[config.mk]
export PLATFORM = sky130hd
export DESIGN_NAME = cpu_clkctl
export DESIGN_NICKNAME = d
export VERILOG_FILES = /design/src/rtl/cpu_clkctl.sv
export SDC_FILE = /design/constraint.sdc
export NUM_CORES = 1
export LEC_CHECK = 0
export BUFFER_PORTS_ARGS = -buffer_cell sky130_fd_sc_hd__buf_2
export CORE_UTILIZATION = 55
export DETAILED_ROUTE_END_ITERATION = 12
export PLACE_DENSITY = 0.76
export RECOVER_POWER = 50
export SETUP_SLACK_MARGIN = 0.05
export SYNTH_ARGS = -nofsm -noshare
export SYNTH_HDL_FRONTEND = slang
export SYNTH_SLANG_ARGS = --single-unit
[constraint.sdc]
create_clock -name clk -period 3.9 [get_ports clk]
set_input_delay 0.195 -clock clk [delete_from_list [all_inputs] [get_ports clk]]
set_output_delay 0.195 -clock clk [all_outputs]
set_load 0.005 [all_outputs]
[src/rtl/cpu_clkctl.sv]
// cpu_clkctl: run-control scheduler issuing a single-cycle core clock enable
//
// Decides on which clk cycles the CPU core may advance. Four run modes:
// HALT (no enable), STEP (one enable per debounced button press), SLOW
// (enable every slow_div+1 cycles, LED-visible dlclk toggle) and FREE
// (enable every cycle). The core always runs on clk itself.
//
// Ports:
//   clk        in   system clock
//   rst_n      in   asynchronous active-low reset
//   mode       in   run mode from switches (00 HALT, 01 STEP, 10 SLOW, 11 FREE), asynchronous
//   step_btn   in   raw bouncing pushbutton, active-high, asynchronous
//   slow_div   in   SLOW period minus 1, sampled only when the divider reloads
//   cpu_en     out  registered core advance enable
//   dlclk      out  toggles on every enable pulse in SLOW/STEP, holds otherwise
//   run_state  out  current run state (HALT=0, STEP=1, SLOW=2, FREE=3)
//   cyc_cnt    out  count of enabled cycles, present only with CPU_CYCLE_COUNT_EN
//
// Optional feature macro: CPU_CYCLE_COUNT_EN adds the 32-bit cyc_cnt output.
module cpu_clkctl #(
    parameter int DEBOUNCE_CYC = 500000,
    parameter int DIV_W        = 28
) (
    input  logic             clk,
    input  logic             rst_n,
    input  logic [1:0]       mode,
    input  logic             step_btn,
    input  logic [DIV_W-1:0] slow_div,
    output logic             cpu_en,
    output logic             dlclk,
`ifdef CPU_CYCLE_COUNT_EN
    output logic [31:0]      cyc_cnt,
`endif
    output logic [1:0]       run_state
);
    localparam int CNT_W = $clog2(DEBOUNCE_CYC + 1);

    typedef enum logic [1:0] {HALT = 2'd0, STEP = 2'd1, SLOW = 2'd2, FREE = 2'd3} state_t;

    state_t             state, next_state;
    logic [1:0]         mode_s1, mode_s2;
    logic               btn_s1, btn_s2;
    logic [CNT_W-1:0]   db_cnt;
    logic               db_level, db_prev, db_rise;
    logic [DIV_W-1:0]   div, div_d;
    logic               en_d, dl_d;

    assign run_state = state;
    assign db_rise   = db_level & ~db_prev;

    always_ff @(posedge clk or negedge rst_n) begin
        if (!rst_n) begin
            mode_s1 <= '0;
            mode_s2 <= '0;
            btn_s1  <= 1'b0;
            btn_s2  <= 1'b0;
        end else begin
            mode_s1 <= mode;
            mode_s2 <= mode_s1;
            btn_s1  <= step_btn;
            btn_s2  <= btn_s1;
        end
    end

    // The counter runs only while the synchronized level disagrees with the
    // accepted one, so any bounce back to the accepted level restarts the wait.
    always_ff @(posedge clk or negedge rst_n) begin
        if (!rst_n) begin
            db_cnt   <= '0;
            db_level <= 1'b0;
            db_prev  <= 1'b0;
        end else begin
            db_prev <= db_level;
            if (btn_s2 == db_level) begin
                db_cnt <= '0;
            end else if (db_cnt == CNT_W'(DEBOUNCE_CYC - 1)) begin
                db_level <= btn_s2;
                db_cnt   <= '0;
            end else begin
                db_cnt <= db_cnt + 1'b1;
            end
        end
    end

    always_ff @(posedge clk or negedge rst_n) begin
        if (!rst_n) state <= HALT;
        else        state <= next_state;
    end

    always_comb begin
        next_state = state_t'(mode_s2);
    end

    // Enable and divider decisions look at the state being entered, so a
    // pulse never survives a departure from SLOW and a press coinciding with
    // STEP entry is honoured.
    always_comb begin
        en_d  = 1'b0;
        div_d = div;
        if (next_state == SLOW) begin
            if (state != SLOW) begin
                div_d = slow_div;
            end else if (div == '0) begin
                en_d  = 1'b1;
                div_d = slow_div;
            end else begin
                div_d = div - 1'b1;
            end
        end else if (next_state == FREE) begin
            en_d = 1'b1;
        end else if (next_state == STEP) begin
            en_d = db_rise;
        end
        dl_d = dlclk ^ (en_d && next_state != FREE);
    end

    always_ff @(posedge clk or negedge rst_n) begin
        if (!rst_n) begin
            cpu_en <= 1'b0;
            dlclk  <= 1'b0;
            div    <= '0;
        end else begin
            cpu_en <= en_d;
            dlclk  <= dl_d;
            div    <= div_d;
        end
    end

`ifdef CPU_CYCLE_COUNT_EN
    always_ff @(posedge clk or negedge rst_n) begin
        if (!rst_n)      cyc_cnt <= '0;
        else if (cpu_en) cyc_cnt <= cyc_cnt + 1'b1;
    end
`endif
endmodule
==> implementation parameters <==
Parameter                              Value

Finish
  Core Util, Final    67.09%
  Fraction of final layout cells with drive strength greater than 1    18.09%
  Count of nets after finishing    418
  Number of fillers in the final layout    456
  Diode insertion count for antenna repair    0
  Area added between synthesis and finish    14.98%

Logic synthesis
  Number of standard cells after synthesis    348
  Total number of yosys warnings    0
  Mapped Nets    384
  Synthesized area per cell    9.460 um^2
  Proportion of register bits with asynchronous set or reset after synthesis    100.0%
  Post-synthesis instance area    0.003292 mm^2
  Top post-synthesis cells by area    dfrtp_1 45%, nand3_1 4.1%, nor2_1 3.5%, xor2_1 3.5%, mux2i_1 3.3%
  Count of flip-flops with a built-in enable after synthesis    0
  Main flop type after synthesis    dfrtp_1
  Yosys top cell by area    dfrtp_1
  Sequential cell area fraction in the yosys report    44.85%
  Number of synthesized register bits    59
  Synth unique cells    57
  Post-synth top area share    44.85%

Route
  Number of design-rule violations left by the first detailed-router iteration    143
  Antenna Nets Post-Route    0
  Remaining routing DRC violations    0
  Number of iterations in the first detailed-routing pass    4
  Vias after detailed routing    2729
  Total length of routed wires    7058 um
  Via-per-instance ratio    5.946
  Average detailed-routed wire length per instance    15.38 um

Setup path
  Classification of the worst setup path    flip-flop to flip-flop
  Critical Path Sink Type    flip-flop
  Data arrival time of the critical path    3.00 ns
  Required time worst endpoint    4.14 ns
  Critical Path Fanout Max    23
  Crit start category    flip-flop

Power and ir drop
  Maximum vdd ir drop    0.2682 mV
  Power per Cell Area    433.0 mW/mm^2
  Leakage power    1.577 nW

GRT
  Total GRT Usage    25.52%
  Via count of the first global-routing pass    2715
  Maximum number of pins on one net before global-route repair    40
  First-pass GRT wire length    12210 um
  Number of antenna violations at the first check in global routing    0
  Overflow after GRT    0

Clock network
  Gates resized, CTS repair    0
  Clock-pin transition on the worst setup and hold timing paths    0.08 ns
  CTS max path bufs    2
  CTS hold repair buffers    4
  Clk Latency, worst-skew pair    0.35 ns
  Clock root cell    clkbuf_8
  Inserted Clock Buffers    9
  Clock tree from TritonCTS    done
  Post-CTS setup buffer count    0
  Maximum level of the CTS H-tree    3
  Count of clock tree sinks    59

Placement
  Final estimated routing congestion in global placement    0.8447
  Number of port buffers    36
  Half-perimeter wire length after placement    4561 um

STA
  Number of endpoints with negative hold slack in the final report    0
  Unrepaired setup endpoints after global routing    no
  Transition time at the pin with the least slew margin    1.193 ns
  Final-report setup violation count    0
  Hold Worst Slack    0.08013 ns
  Final number of max-transition violations    0
  Slew Limit Headroom    20.10%
  Period utilization    70.77%
  Clock tree skew after final layout    0.01051 ns
  Maximum operating frequency    362.3 MHz
  Post-route setup TNS    0 ns
  Final critical delay including setup and external delays    2.760 ns

Min path
  Worst min-delay path category    input pin to flip-flop

Die
  FP Rows    27
  Overall die height    79.37 um
  # IOs    37
  Chip Width    79.37 um
  Core Box Area    0.005642 mm^2
  Initial cell density of the core    58.35%
  Die area    0.006299 mm^2

Outcome
  Status    finished, final reports clean

Flow run
  # Max-Cap Violations    0
## final timing paths
kind / to / cells after the start / slack (ns) / from
setup / recovery: div[4] / 6 / 1.14 / div[6]
hold / removal: div[25] / 2 / 0.08 / slow_div[25]
setup reg to reg: div[4] / 6 / 1.14 / div[6]
hold reg to reg: mode_s2[0] / 0 / 0.35 / mode_s1[0]
max in group asynchronous: db_cnt[16] / 3 / 2.19 / rst_n
min in group asynchronous: div[5] / 2 / 0.60 / rst_n
## sequential cells by signal, summed over array words and instances (netlist names)
signal,cells
run_state,2
btn_s2,1
db_cnt,19
dlclk,1
btn_s1,1
db_level,1
mode_s1,2
cpu_en,1
div,28
mode_s2,2
db_prev,1
## Yosys cell counts, drive strengths merged (2+ instances only)
cell      n
xnor2     6
a21oi     8
inv      11
xor2     13
nor2     31
a211oi    2
o311ai    2
nor2b     4
or4       5
nand4    10
clkbuf   12
nand3    27
a2bb2oi   8
a22oi     5
or2       3
and3      5
o31ai     3
dfrtp    59
o21ai    15
a32oi     2
nor4b     3
buf       9
or3       4
ha        3
o31a      2
nor3b     4
and2      2
mux2i    11
and4      3
nor4     11
nor3     20
a221o     4
nand2    28
## layout make-up
type | count | area, um^2 | area share, %
repair buffers | 44 | 247.7 | 6.545
clock buffers | 9 | 123.9 | 3.273
well taps | 72 | 90.09 | 2.380
flip-flops and latches | 59 | 1476 | 39.01
inverters | 11 | 41.29 | 1.091
multi-input cells | 257 | 1680 | 44.40
clock inverters | 7 | 125.1 | 3.306
## routing by layer
layer | vias to the layer above | global-route usage [%] | wire (um)
met3 | 17 | 4.943 | 311
met4 | 0 | 12.00 | 164
met5 | - | 0 | 0
met2 | 59 | 42.84 | 3448
li1 | 1345 | - | -
met1 | 1308 | 31.54 | 3133
## worst max-delay path, cell delays in order (launching register included)
cell	delay [ns]
dfrtp_1	0.42
nor4_1	0.57
nand4_1	0.28
o31ai_2	0.50
buf_4	0.34
o21ai_0	0.13
a221o_1	0.40
## where the power goes
group	total, mW	switching (mW)	internal (mW)
clock network	0.700	0.270	0.430
logic	0.201	0.109	0.0918
registers	0.738	0.0706	0.667
total	1.64	0.450	1.19
## placed cells by master (no fill, tap or decap), types with 8 or more instances in the layout
| cell type | Yosys | final |
|---|---|---|
| inv_1 | 11 | 11 |
| nand4_1 | 9 | 9 |
| o21ai_0 | 14 | 14 |
| nor2_1 | 31 | 31 |
| buf_2 | 6 | 34 |
| nor3_1 | 17 | 17 |
| a2bb2oi_1 | 8 | 8 |
| mux2i_1 | 11 | 11 |
| nor4_1 | 10 | 10 |
| dfrtp_1 | 59 | 59 |
| xor2_1 | 13 | 13 |
| nand3_1 | 27 | 27 |
| nand2_1 | 28 | 28 |
| a21oi_1 | 8 | 8 |
| clkbuf_8 | 0 | 9 |
## through the flow
stage / setup slack [ns] / instances / total power [mW] / area [um^2]
after detailed placement: 1.199 / 439 / 0.9445 / 3498
after CTS: 1.178 / 459 / 1.650 / 3787
final: 1.140 / 459 / 1.639 / 3785
after global routing: 0.8117 / 459 / 1.719 / 3785
after global placement: 1.264 / 439 / 0.9346 / 3498
after floorplan: 1.773 / 348 / 0.8755 / 3292
## cell families after synthesis
family                     Yosys count  share of synthesized area (%)
xor gates and xnor gates            19                          5.055
AOI/OAI and AO/OA                   58                          13.23
muxes                               12                          3.687
buffers and inverters               32                          4.219
DFF                                 59                          44.85
and+or+nand+nor                    165                          27.82
adders and majority gates            3                          1.140
Power figures use the tool's default switching activity.
